`src/rtl/lw_bus_arbiter.sv`:
```
// ---------------------------------------------------------------------------
// lw_bus_arbiter
//
// Two-master to one-slave Avalon-MM arbiter for the lightweight HPS-to-FPGA
// register window. Master 0 is the HPS lightweight bridge and master 1 is the
// FPGA-side sequencing engine. Both share one peripheral register port.
//
// Grants are round-robin. A granted transfer is held until the slave drops
// s_waitrequest. When the other master is waiting at completion, the grant
// passes directly to it with no idle bubble. Commands are not registered:
// the slave port is a combinational mux of the granted master's command.
//
// Optional feature, selected by the macro ARB_LOCK_EN:
//   When defined, a master that completes a transfer while asserting its lock
//   input and still requesting keeps the grant. This lets read-modify-write
//   sequences run back-to-back with no bubble. When undefined, m0_lock and
//   m1_lock are ignored and arbitration is pure round-robin.
//
// Parameters:
//   ADDR_W  word address width shared by masters and slave
//   DATA_W  data width; byteenable width is DATA_W/8
//
// Ports:
//   clk, reset                  system clock; synchronous active-high reset
//   m0_* / m1_*                 master-side Avalon-MM command inputs
//                               (address, read, write, writedata, byteenable,
//                               lock), plus readdata/waitrequest outputs
//   s_address, s_read, s_write,
//   s_writedata, s_byteenable   slave command outputs
//   s_readdata, s_waitrequest   slave response inputs
// ---------------------------------------------------------------------------
module lw_bus_arbiter #(
    parameter int unsigned ADDR_W = 16,
    parameter int unsigned DATA_W = 32
) (
    input  logic                clk,
    input  logic                reset,

    // Master 0: HPS lightweight bridge
    input  logic [ADDR_W-1:0]   m0_address,
    input  logic                m0_read,
    input  logic                m0_write,
    input  logic [DATA_W-1:0]   m0_writedata,
    input  logic [DATA_W/8-1:0] m0_byteenable,
    input  logic                m0_lock,
    output logic [DATA_W-1:0]   m0_readdata,
    output logic                m0_waitrequest,

    // Master 1: FPGA sequencing engine
    input  logic [ADDR_W-1:0]   m1_address,
    input  logic                m1_read,
    input  logic                m1_write,
    input  logic [DATA_W-1:0]   m1_writedata,
    input  logic [DATA_W/8-1:0] m1_byteenable,
    input  logic                m1_lock,
    output logic [DATA_W-1:0]   m1_readdata,
    output logic                m1_waitrequest,

    // Shared slave port
    output logic [ADDR_W-1:0]   s_address,
    output logic                s_read,
    output logic                s_write,
    output logic [DATA_W-1:0]   s_writedata,
    output logic [DATA_W/8-1:0] s_byteenable,
    input  logic [DATA_W-1:0]   s_readdata,
    input  logic                s_waitrequest
);

    typedef enum logic [1:0] {
        StIdle,
        StGnt0,
        StGnt1
    } state_e;

    state_e state_q, state_d;
    // Most recently granted master; reset to 1 so master 0 wins the first tie.
    logic   last_q, last_d;

    logic m0_req;
    logic m1_req;
    logic m0_hold;
    logic m1_hold;
    logic xfer_done;

    assign m0_req    = m0_read | m0_write;
    assign m1_req    = m1_read | m1_write;
    assign xfer_done = ~s_waitrequest;

`ifdef ARB_LOCK_EN
    // Keep the grant past completion only while the owner is still requesting.
    assign m0_hold = m0_lock & m0_req;
    assign m1_hold = m1_lock & m1_req;
`else
    logic unused_lock;
    assign unused_lock = m0_lock ^ m1_lock;
    assign m0_hold     = 1'b0;
    assign m1_hold     = 1'b0;
`endif

    // -----------------------------------------------------------------------
    // State register
    // -----------------------------------------------------------------------
    always_ff @(posedge clk) begin
        if (reset) begin
            state_q <= StIdle;
            last_q  <= 1'b1;
        end else begin
            state_q <= state_d;
            last_q  <= last_d;
        end
    end

    // -----------------------------------------------------------------------
    // Next-state logic
    // -----------------------------------------------------------------------
    always_comb begin
        state_d = state_q;

        case (state_q)
            StIdle: begin
                if (m0_req && m1_req) begin
                    // Tie: grant the master that was not served last.
                    state_d = last_q ? StGnt0 : StGnt1;
                end else if (m0_req) begin
                    state_d = StGnt0;
                end else if (m1_req) begin
                    state_d = StGnt1;
                end
            end

            StGnt0: begin
                if (xfer_done) begin
                    if (m0_hold) begin
                        state_d = StGnt0;
                    end else if (m1_req) begin
                        state_d = StGnt1;
                    end else begin
                        state_d = StIdle;
                    end
                end
            end

            StGnt1: begin
                if (xfer_done) begin
                    if (m1_hold) begin
                        state_d = StGnt1;
                    end else if (m0_req) begin
                        state_d = StGnt0;
                    end else begin
                        state_d = StIdle;
                    end
                end
            end

            default: state_d = StIdle;
        endcase
    end

    // Every entry into (or stay in) a grant state records its owner; a locked
    // stay rewrites the same value, so `last` is effectively unchanged.
    always_comb begin
        last_d = last_q;
        if (state_d == StGnt0) begin
            last_d = 1'b0;
        end else if (state_d == StGnt1) begin
            last_d = 1'b1;
        end
    end

    // -----------------------------------------------------------------------
    // Output logic: slave command mux and per-master waitrequest
    // -----------------------------------------------------------------------
    always_comb begin
        s_address      = '0;
        s_read         = 1'b0;
        s_write        = 1'b0;
        s_writedata    = '0;
        s_byteenable   = '0;
        m0_waitrequest = 1'b1;
        m1_waitrequest = 1'b1;

        case (state_q)
            StGnt0: begin
                s_address      = m0_address;
                s_read         = m0_read;
                s_write        = m0_write;
                s_writedata    = m0_writedata;
                s_byteenable   = m0_byteenable;
                m0_waitrequest = s_waitrequest;
            end

            StGnt1: begin
                s_address      = m1_address;
                s_read         = m1_read;
                s_write        = m1_write;
                s_writedata    = m1_writedata;
                s_byteenable   = m1_byteenable;
                m1_waitrequest = s_waitrequest;
            end

            default: begin
            end
        endcase
    end

    // Read data is broadcast; each master qualifies it with its own waitrequest.
    assign m0_readdata = s_readdata;
    assign m1_readdata = s_readdata;

endmodule

```
`config.mk`:
```
export PLATFORM = sky130hd
export DESIGN_NAME = lw_bus_arbiter
export DESIGN_NICKNAME = d
export VERILOG_FILES = /design/src/rtl/lw_bus_arbiter.sv
export SDC_FILE = /design/constraint.sdc
export NUM_CORES = 1
export LEC_CHECK = 0
export CAP_MARGIN = 20
export CORE_AREA = 2 2 103 105
export CTS_CLUSTER_DIAMETER = 50
export DETAILED_ROUTE_END_ITERATION = 12
export DIE_AREA = 0 0 105 107
export GPL_TIMING_DRIVEN = 0
export PLACE_DENSITY = 0.62
export SYNTH_ARGS = -nofsm -noshare
export SYNTH_HDL_FRONTEND = slang
export SYNTH_SLANG_ARGS = --single-unit
```
`constraint.sdc`:
```
create_clock -name clk -period 4.6 [get_ports clk]
set_clock_uncertainty 0.15 [all_clocks]
set_input_delay 0.46 -clock clk [delete_from_list [all_inputs] [get_ports clk]]
set_output_delay 0.46 -clock clk [all_outputs]
set_load 0.1 [all_outputs]
```
-- Word level (Yosys, flattened, before mapping)
Cells that the tools add are included.
- multiplexer cells: 18
- reductions and logical operators: 3
- bitwise logic cells: 2
- equality and inequality tests: 4
- operators with widths (kind ; number):
    case mux 32 bit (2 select lines) ; 1
    case mux 16 bit (2 select lines) ; 1
    two-way mux 2 bit ; 7
    case mux 4 bit (2 select lines) ; 1
    case mux 2 bit (3 select lines) ; 1
    two-way mux 1 bit ; 5
    equality test 2 x 1 -> 1 bit (second input constant) ; 2
    equality test 2 bit (second input constant) ; 2
    case mux 1 bit (2 select lines) ; 2
    logical NOT 2 bit ; 1
    bitwise OR 1 bit ; 2
    nonzero test 2 bit ; 1
    logical AND 1 bit ; 1
- input port bits: 145
- flip-flop bits (word level): 3
- logic and storage cells: 29
- output and inout bits: 120

-- Longest topological paths before layout
Gate-level depths: netlist of run 1.
- depth in word-level cells: 8
- gate-level depth with buffers: 10
- mapped depth without buffers: 9

-- Least setup slack after synthesis of run 1
No wires, ideal clock.
- kind: register -> output
- start point: register state_q[0]
- end point: output port s_address[0]
- data arrival time: 2.393 ns
- setup slack: 1.597 ns
- data required time: 3.990 ns
- buffers on the path: 1
- stages on the path, launching flop included: 5
- path through: dfxtp_1 > inv_1 > ha_1 > clkbuf_1 > nor2b_1
- word-level cells in the longest chain between the ends: 2
- elaborated cells between the ends (all ways): 3
- classes of those cells: eq/ne (2); mux (1)
- ends and longest elaborated chain (item ; RTL line ; source):
    from (decl) ; 75 ; state_e state_q, state_d;
    from (signal assigned) ; 105 ; state_q <= StIdle;
    from (signal assigned) ; 108 ; state_q <= state_d;
    equality test 2 bit / equality test 2 x 1 -> 1 bit (equally long branches) ; 182 ; case (state_q)
    case mux 16 bit (2 select lines) (*) ; 182 ;
    to (decl) ; 60 ; output logic [ADDR_W-1:0] s_address,
Mark *: on every way between the ends. The rest lies on a longest branch, timed or not.

-- Worst setup path after layout of run 1
- start point: register state_q[1]
- end point: output port s_writedata[31]
- word-level cells in the longest chain between the ends: 2
- elaborated cells between the ends (all ways): 3
- classes of those cells: eq/ne (2); mux (1)
- ends and longest elaborated chain (item ; RTL line ; source):
    equality test 2 bit / equality test 2 x 1 -> 1 bit (equally long branches) ; 182 ;
    case mux 32 bit (2 select lines) (*) ; 182 ;
    to (decl) ; 63 ; output logic [DATA_W-1:0] s_writedata,
Marks and branches as above.

==> results.json, run 1 <==
{
  "synth_nets": 371,
  "rsz0062_at_grt": "false",
  "synth-seq-area-share_pct": 3.79,
  "crit_required_ns": 3.99,
  "ys_seq_elements": 3,
  "start_util_pct": 15.7,
  "hpwl_um": 6700,
  "synthTopCellsByCount": "buf_4, a22oi_1, nor2b_1",
  "cts.sinks": 3,
  "cts_root_buffer": "clkbuf_8",
  "fill_cells": 1049,
  "end_kind": "primary output",
  "yosysWarnings": 0,
  "worst_pin_slew_ns": 1.01,
  "fmax_mhz": 282,
  "synth-async-reset-ratio_pct": 0,
  "setup.worst_path.start_class": "flip-flop",
  "crit_slowest_cell": "clkdlybuf4s50_1",
  "clock_path_buffers": 2,
  "p_per_area_nw_per_um2": 403,
  "yosysMostFrequentCell": "buf_4",
  "firstDrtPassIters": 4,
  "cp_max_fo": 10,
  "cp_cell_sequence": "inv_1 > ha_1 > clkbuf_1 > nor2b_1 > clkdlybuf4s50_1",
  "slew_viol_final": 0,
  "holdCritStartpoint": "last_q",
  "die_y_um": 107,
  "drt_iter0_drc": 47,
  "whs_path_depth": 2,
  "synth_top_area_share_pct": 30.3,
  "syn_avg_cell_area_um2": 7.17,
  "dieArea_um2": 11200,
  "finalNonFillerCells": 591,
  "final_core_util_pct": 40.7,
  "hold_ws_ns": 0.334,
  "cp_num_buf_inv": 3,
  "drt-total-wl_um": 7840,
  "cts_tree": "built",
  "clock_latency_ns": 0.22,
  "r2r_start": "state_q[0]",
  "path_delay_family": "buffers and inverters",
  "r2r_slack_ns": 2.49,
  "slew_headroom_pct": 32.5,
  "ff2ff_path_depth": 9,
  "routed_via_density": 4.07,
  "synth.distinct_cells": 21,
  "io_pins": 265,
  "hold_class": "reg -> reg",
  "vias": 2403,
  "finalNetCount": 606,
  "synth.area.top_cells": "buf_4, a22oi_1, nor2b_1, ha_1, buf_2",
  "drive_gt1_share_pct": 18.0,
  "setup_viol": 0,
  "cts_buffers": 3,
  "rows": 37,
  "routedWlPerCell_um": 13.3,
  "diodes": 0,
  "post-route-drc-count": 0,
  "fin_crit_sh_pct": 77.0,
  "critical_path_class": "reg -> out",
  "grt_max_degree": 11,
  "ir_drop_uv": 165,
  "io_buffer_count": 230,
  "status": "finished, final reports clean",
  "grt_pass1_wl_um": 11400,
  "clk_pin_slew_ns": 0.03,
  "dp_cells": 587,
  "h-tree-depth": 1,
  "tns_ns": 0,
  "antenna_found_initial": 0,
  "arrival_ns": 2.93,
  "yosysTopAreaCell": "buf_4",
  "finalHoldViolCount": 0,
  "final_antenna_net_count": 0,
  "coreArea_um2": 10100,
  "critPathMaxStageDelay_ns": 1.16,
  "syn_to_final_growth_pct": 159,
  "die_w_um": 105,
  "synth-edff-count": 0,
  "syn_area_um2": 1590,
  "cts.hold.buffers_added": 0,
  "cts_resized": 0,
  "postCtsSetupRepairBufs": 0,
  "p_leak_nw": 1.53,
  "synth_ff_type": "dfxtp_1",
  "reg2reg_to": "last_q",
  "routabilityCongestion": 0.797,
  "post-route-min-period_ns": 3.54,
  "synthCells": 221,
  "grt_use_total_pct": 12.3,
  "grt_overflow": 0,
  "grt_pass1_vias": 2416,
  "cap_violations": 0,
  "min_to": "last_q",
  "finalPower_mw": 1.65
}
-- worst max-delay path by stage --
stage,from,to,depth (start not counted)
finish,state_q[1],s_writedata[31],5
global route,state_q[0],s_address[0],5
CTS,state_q[0],s_writedata[31],5
detailed placement,state_q[0],s_address[0],5
global placement,state_q[0],s_address[0],5
floorplan,state_q[0],s_address[0],4
-- worst min-delay path, cell delays in order, from the launching register on --
cell and delay, ns:
dfxtp_1 0.32, mux2i_1 0.07, nand2b_1 0.06
-- placed cells by master, fill, tap and decap left out, drive strengths merged --
master,count
buf,76
o21ai,2
clkbuf,9
nor2,3
o21a,3
mux2i,1
or3b,1
dfxtp,3
a211oi,2
ha,5
nor3,1
a22oi,54
clkdlybuf4s50,230
o211ai,2
nor2b,54
a2111oi,1
o21bai,1
nand2b,3
inv,4
-- flip-flops by register name (all words and copies together), names as in the netlist --
name / flops
state_q: 2
last_q: 1
-- kinds of logic (layout without fill, tap and decap cells) --
group / after synthesis / after routing / share of synthesized area [%]
AND/OR/NAND/NOR: 62 / 62 / 24.1
flip-flops: 3 / 3 / 3.79
adder cells (fa/ha/maj): 5 / 5 / 3.95
buffers and inverters: 85 / 319 / 36.2
AO/OA/AOI/OAI: 65 / 65 / 31.3
multiplexers: 1 / 1 / 0.631
-- final cells by class --
type	instances	area [um2]	share of cell area (%)
inverters	4	15.0	0.366
repair buffers	230	2300	56.1
multi-input cells	133	951	23.2
flip-flops and latches	3	60.1	1.46
plain buffers	81	559	13.6
clock buffers	4	45.0	1.10
well taps	136	170	4.15
-- metal layers --
layer  vias up  share of wire [%]  global-route usage [%]
met3         2                 10                    2.80
met1      1070                 38                    13.3
met2       151                 51                    24.4
met5         -                  0                       0
met4         0               0.32                    1.90
li1       1180                  -                       -
-- power by group --
part | total, mW | internal (mW) | switching, mW
registers | 0.0442 | 0.0352 | 0.00902
logic | 1.53 | 0.475 | 1.06
clock network | 0.0782 | 0.0592 | 0.0190
total | 1.65 | 0.569 | 1.08
-- stage by stage --
step / cell area, um2 / setup WS, ns
global route: 4100 / 0.843
finish: 4100 / 1.06
CTS: 4100 / 0.991
detailed placement: 4060 / 1.23
global placement: 4060 / 1.25
floorplan: 1590 / 1.60
No activity file was read; power rests on OpenSTA's default activity.
==> run 2: changes to the inputs <==
Settings changed: CORE_AREA 2 2 103 105 to 2 2 102 104, DIE_AREA 0 0 105 107 to 0 0 104 106, PLACE_DENSITY 0.62 to 0.63.
Clock period 4.6 ns to 3.7 ns, I/O delays scaled along.
==> run 2 against run 1 <==
Wire length fell by 1.5%. Via count rose by 0.54%. Sequential share of layout area did not move. Die area fell by 1.9%. Sequential power rose by 23%. Largest power group unchanged. Design area did not move. Combinational power rose by 24%.
==> results.json, run 2 (same netlist as run 1, synthesis figures left out) <==
{
  "die_y_um": 106,
  "slew_headroom_pct": 32.4,
  "finalNonFillerCells": 591,
  "cp_max_fo": 10,
  "cts.sinks": 3,
  "largest_register": "state_q",
  "ff2ff_path_depth": 9,
  "cts.hold.buffers_added": 0,
  "grt_pass1_wl_um": 11800,
  "grt_use_total_pct": 12.7,
  "start_util_pct": 15.9,
  "clock_path_buffers": 2,
  "reg2reg_to": "last_q",
  "arrival_ns": 2.91,
  "io_pins": 265,
  "fin_ws_ns": 0.272,
  "largest_registers": "state_q: 2 flops, last_q: 1 flops",
  "critical_path_class": "reg -> out",
  "setup_viol": 0,
  "final_core_util_pct": 41.0,
  "placed_area_um2": 4060,
  "antenna_found_initial": 0,
  "coreArea_um2": 10000,
  "r2r_slack_ns": 1.61,
  "cts_buffers": 3,
  "tns_ns": 0,
  "worst_pin_slew_ns": 1.01,
  "cap_violations": 0,
  "finalNetCount": 606,
  "fin_crit_sh_pct": 92.6,
  "timing.critical_path.from": "state_q[0]",
  "dieArea_um2": 11000,
  "cts_tree": "built",
  "cts_root_buffer": "clkbuf_8",
  "grt_overflow": 0,
  "hold_ws_ns": 0.337,
  "setup.worst_path.start_class": "flip-flop",
  "syn_to_final_growth_pct": 159,
  "rsz0062_at_grt": "false",
  "fill_cells": 1045,
  "grt_max_degree": 11,
  "rows": 37,
  "drt_iter0_drc": 63,
  "slew_viol_final": 0,
  "grt_pass1_vias": 2472,
  "largest_reg_flops": 2,
  "cts_resized": 0,
  "clk_pin_slew_ns": 0.03,
  "dp_slack_ns": 0.452,
  "routedWlPerCell_um": 13.1,
  "dp_cells": 587,
  "firstDrtPassIters": 4,
  "ir_drop_uv": 251,
  "crit_required_ns": 3.18,
  "routed_via_density": 4.09,
  "p_per_area_nw_per_um2": 498,
  "post-route-min-period_ns": 3.43,
  "diodes": 0,
  "postCtsSetupRepairBufs": 0,
  "post-route-drc-count": 0,
  "r2r_start": "state_q[0]",
  "drive_gt1_share_pct": 18.0,
  "status": "finished, final reports clean",
  "fmax_mhz": 292,
  "final_common_cell": "clkdlybuf4s50_1",
  "routabilityCongestion": 0.737,
  "hold_class": "reg -> reg",
  "end_kind": "primary output",
  "io_buffer_count": 230,
  "p_leak_nw": 1.53,
  "hpwl_um": 6690,
  "worstSetupEndpoint": "s_writedata[8]",
  "die_w_um": 104,
  "finalHoldViolCount": 0,
  "final_cell_area_um2": 4100,
  "h-tree-depth": 1,
  "drt-total-wl_um": 7730,
  "layout_common_cells": "clkdlybuf4s50_1, buf_4, a22oi_1, nor2b_1, buf_2",
  "clock_latency_ns": 0.21,
  "finalPower_mw": 2.04,
  "vias": 2416,
  "final_antenna_net_count": 0
}
-- run 2: cell counts in the layout (fill, tap and decap cells not counted) --
Identical to the previous run, type by type.
-- run 2: worst max-delay path, cell delays in order (launching register included) --
cell	delay [ns]
dfxtp_1	0.40
inv_1	0.09
ha_1	0.49
clkbuf_1	0.34
nor2b_1	0.21
clkdlybuf4s50_1	1.15
-- run 2: area by class of cell --
cell class                      count  area (um2)  share of cell area, %
Timing Repair Buffer              230        2300                   56.1
Multi-Input combinational cell    133         951                   23.2
Sequential cell                     3        60.1                   1.46
Tap cell                          136         170                   4.15
Inverter                            4        15.0                  0.366
Clock buffer                        4        45.0                   1.10
Buffer                             81         559                   13.6
-- run 2: routing by layer --
metal	track usage, %	routed length (um)
met1	12.7	2740
met4	0.579	0
met3	3.80	793
met5	0	0
met2	26.6	4190
-- run 2: report_power, final --
group | total (mW) | leakage (nW) | switching (mW) | internal, mW
Clock | 0.0936 | 0.0228 | 0.0203 | 0.0734
Sequential | 0.0544 | 0.0247 | 0.0105 | 0.0438
Combinational | 1.90 | 1.48 | 1.31 | 0.590
-- run 2: how the worst min path moves through the flow --
stage | start | end | slack, ns | cells past startpoint
after floorplan | reset | state_q[0] | 0.30 | 1
after global placement | last_q | last_q | 0.32 | 2
after detailed placement | last_q | last_q | 0.34 | 2
after CTS | last_q | last_q | 0.35 | 2
after global routing | last_q | last_q | 0.40 | 2
final | last_q | last_q | 0.34 | 2
==> RTL change 1 (settings of run 2) <==
The option `ARB_LOCK_EN` is turned on by a define.
--- a/src/rtl/lw_bus_arbiter.sv
+++ b/src/rtl/lw_bus_arbiter.sv
@@ -29,6 +29,8 @@
 //   s_writedata, s_byteenable   slave command outputs
 //   s_readdata, s_waitrequest   slave response inputs
 // ---------------------------------------------------------------------------
+`define ARB_LOCK_EN
+
 module lw_bus_arbiter #(
     parameter int unsigned ADDR_W = 16,
     parameter int unsigned DATA_W = 32
Function: changed (a bounded check fails within 4 cycles, from zero or initial values and one cycle with reset high).
==> RTL change 1 against run 2 <==
Sequential cell count is the same. Total power increased by 13%. Final area is 1.3% higher. Worst setup slack got worse by 0.038 ns. Fmax is 1.1% lower. Critical path depth unchanged. Sequential power is 7.4% higher. Wire length up 5.4%. Synthesized area grew 1.9%. Highest routed layer is now met4.
==> RTL change 1: results <==
{
  "highest_layer": "met4",
  "grt_usage_pct": 13.7,
  "ys_top_cells_by_count": "64 x buf_4, 54 x a22oi_1, 54 x nor2b_1",
  "wl_met2_um": 4240,
  "met1_usage_pct": 15.7,
  "min_to": "last_q",
  "hp-start": "last_q",
  "outcome": "finished clean",
  "grt_start_max_net_pins": 11,
  "nets": 612,
  "yosysSeqAreaShare_pct": 3.72,
  "grt_pass1_vias": 2490,
  "wl_met1_um": 3280,
  "wl_met3_um": 577,
  "gp_congestion": 0.736,
  "crit_path_end": "s_writedata[17]",
  "vias": 2434,
  "insertion_delay_ns": 0.22,
  "hpwlAfterDp_um": 6940,
  "r2r-start": "state_q[1]",
  "grt_use_met2_pct": 26.8,
  "fillCellCount": 1009,
  "rrSetupSlack_ns": 1.55,
  "tightest_slew_ns": 1.02,
  "routed_wl_um": 8150,
  "drtIter0Drc": 97,
  "ys_top_cells_by_area": "buf_4 30%, a22oi_1 25%, nor2b_1 21%, ha_1 3.9%, dfxtp_1 3.7%",
  "cts_max_level": 1,
  "io_buffers": 232,
  "use_met3_pct": 3.13,
  "grt_pass1_wl_um": 12700,
  "arrival_ns": 2.95,
  "syn_nets": 375,
  "drive_above_1_share_pct": 16.9,
  "ys_types": 26,
  "leakagePower_nw": 1.57,
  "max-vdd-ir-drop_v": 0.000263
}
## RTL change 1: changes by cell type in the layout (fill, tap and decap cells not counted), sizes merged, moves of 2 or more
cell	delta
nor2	-2
clkbuf	+3
o31ai	+2
buf	-3
or2	+2
nor3b	+2
o211ai	-2
dlymetal6s2s	+2
## RTL change 1: power breakdown
| part | switching, mW | total (mW) | internal [mW] | leakage (nW) |
|---|---|---|---|---|
| clock | 0.0254 | 0.0992 | 0.0738 | 0.0228 |
| sequential | 0.0126 | 0.0584 | 0.0458 | 0.0247 |
| combinational | 1.48 | 2.14 | 0.661 | 1.52 |
## RTL change 1: cell families (layout without fill, tap and decap cells)
kind of cell | Yosys count | after routing | synth area share, %
flops | 3 | 3 | 3.72
buf+inv | 84 | 320 | 35.0
fa+ha+maj | 5 | 5 | 3.87
compound gates | 65 | 65 | 31.1
simple gates | 67 | 67 | 25.6
mux | 1 | 1 | 0.620
## RTL change 1: final cells by class
type                       instances  share of cell area, %
buffer                            81                   13.3
clock buffer                       4                   1.08
inverter                           3                  0.271
multi-input combinational        138                   23.8
sequential                         3                   1.44
tap                              136                   4.09
timing repair buffer             232                   56.0
## RTL change 1: stage by stage
stage	power, mW	cells	instance area, sq um	hold WS (ns)	setup slack [ns]
2_1_floorplan	1.67	225	1620	0.294	0.785
3_3_place_gp	2.20	593	4110	0.323	0.460
3_5_place_dp	2.21	593	4110	0.326	0.438
4_1_cts	2.32	597	4150	0.338	0.178
5_1_grt	2.42	597	4160	0.377	0.00728
6_report	2.30	597	4160	0.338	0.234
## RTL change 1: repair_timing
action | 4_1_cts | 5_1_grt
gates resized for setup | 0 | 2
endpoints found under the setup margin | 0 | 2
endpoints found under the hold margin | 0 | 0
==> RTL change 2 (config.mk and constraints of run 2) <==
Made on the original files. The 3 states of `state_e` get a one-hot encoding in 3 bits.
--- a/src/rtl/lw_bus_arbiter.sv
+++ b/src/rtl/lw_bus_arbiter.sv
@@ -66,10 +66,10 @@
     input  logic                s_waitrequest
 );
 
-    typedef enum logic [1:0] {
-        StIdle,
-        StGnt0,
-        StGnt1
+    typedef enum logic [2:0] {
+        StIdle = 3'b001,
+        StGnt0 = 3'b010,
+        StGnt1 = 3'b100
     } state_e;
 
     state_e state_q, state_d;
Check against the original RTL: no difference found for any inputs over 10 cycles, from zero or initial values and one cycle with reset high; not proved beyond that.
==> RTL change 2 against run 2 <==
Sequential cell count rose by 1. Total power fell by 20%. Via count is 15% lower. Non-clock buffer count down 5. Final area fell by 7.6%. Hold slack better by 0.086 ns. Synthesized area shrank 19%. Register-to-register slack improved by 0.54 ns. Critical path depth stayed put. Count of clock-buffer cells in the layout shrank 1. Worst setup slack better by 0.15 ns. Wire length shrank 4.1%. Critical endpoint is now s_writedata[0].
==> RTL change 2: results <==
{
  "yosysSeqAreaShare_pct": 6.27,
  "max_stage_delay_ns": 1.14,
  "grt_usage_pct": 12.1,
  "grt_pass1_wl_um": 11000,
  "gp_congestion": 0.813,
  "max_slew_margin_pct": 32.0,
  "syn_nets": 306,
  "routed_wl_um": 7410,
  "startpoint": "state_q[2]",
  "synthFlopType": "dfxtp_1",
  "nets": 541,
  "wl_met3_um": 634,
  "ys_top_cells_by_count": "66 x buf_4, 54 x a22o_1, 9 x buf_2",
  "leakagePower_nw": 1.53,
  "ys_types": 24,
  "async_flop_share_pct": 0,
  "drtIter0Drc": 53,
  "vias": 2046,
  "cts_max_level": 1,
  "cts_setup_buffers": 0,
  "hp-start": "last_q",
  "arrival_ns": 2.75,
  "highest_layer": "met4",
  "io_buffers": 230,
  "outcome": "finished clean",
  "grt_pass1_vias": 2099,
  "critPathTopFamily": "buffers and inverters",
  "wl_met2_um": 3660,
  "fillCellCount": 1028,
  "max-vdd-ir-drop_v": 0.000270,
  "hpwlAfterDp_um": 6510,
  "root_buffer": "clkbuf_8",
  "path_max_fanout": 10,
  "reg2regPathDepth": 4,
  "r2r-start": "state_q[0]",
  "drive_above_1_share_pct": 21.3,
  "antenna_found_initial": 0,
  "placed_area_sq_um": 3750,
  "wl_met1_um": 3040,
  "ys_top_cells_by_area": "buf_4 39%, a22o_1 37%, dfxtp_1 6.3%, buf_2 3.5%, nor3b_2 2.0%",
  "top_regs": "state_q (3), last_q (1)"
}
[RTL change 2: cell types whose count changed after synthesis, moves of 3 or more]
cell | run 2 | this run
ha_1 | 5 | 0
clkbuf_1 | 5 | 1
a22oi_1 | 54 | 1
nor2b_1 | 54 | 0
buf_2 | 12 | 9
nand2b_1 | 3 | 0
a22o_1 | 0 | 54
inv_1 | 4 | 1
[RTL change 2: logic make-up after synthesis]
logic type      after synthesis  share of synthesized area [%]
buf+inv                      77                           42.9
compound gates               64                           42.3
simple gates                 16                           8.52
flops                         4                           6.27
[RTL change 2: worst register-to-register path, stage by stage, from the launching register on]
cell and delay, ns:
dfxtp_1 0.43, nor3b_2 0.11, a22oi_1 0.18, nor2_1 0.06, or4b_1 0.49
[RTL change 2: metal layers]
metal  vias up  GRT usage, %
li1       1005             -
met1       903          14.7
met2       130          21.7
met3         8          3.56
met4         0          1.93
met5         -             0
[RTL change 2: worst paths after layout]
path | endpoint | slack [ns]
setup / recovery | s_writedata[0] | 0.43
setup reg to reg | state_q[0] | 2.15
hold reg to reg | last_q | 0.42
hold / removal | last_q | 0.42
[RTL change 2: layout make-up]
cell class | instances | area [sq um] | area share [%]
sequential | 4 | 80.1 | 2.11
clock buffer | 3 | 41.3 | 1.09
timing repair buffer | 230 | 2300 | 60.7
tap | 136 | 170 | 4.49
multi-input combinational | 80 | 649 | 17.1
inverter | 1 | 3.75 | 0.0990
buffer | 76 | 544 | 14.4
[RTL change 2: stage by stage]
| stage | std cells | power, mW | worst slack, ns | hold slack, ns | utilization (%) |
|---|---|---|---|---|---|
| 6_report | 530 | 1.64 | 0.425 | 0.423 | 37.9 |
| 5_1_grt | 530 | 1.69 | 0.275 | 0.443 | 37.9 |
| 4_1_cts | 530 | 1.65 | 0.382 | 0.423 | 37.9 |
| 2_1_floorplan | 161 | 1.17 | 1.42 | 0.292 | - |
| 3_3_place_gp | 527 | 1.55 | 0.647 | 0.390 | 37.5 |
| 3_5_place_dp | 527 | 1.56 | 0.623 | 0.418 | 37.5 |
[RTL change 2: power breakdown]
group	internal, mW	switching (mW)	total, mW
clock	0.0693	0.0222	0.0916
combinational	0.430	1.04	1.47
sequential	0.0594	0.0216	0.0810
total	0.559	1.08	1.64
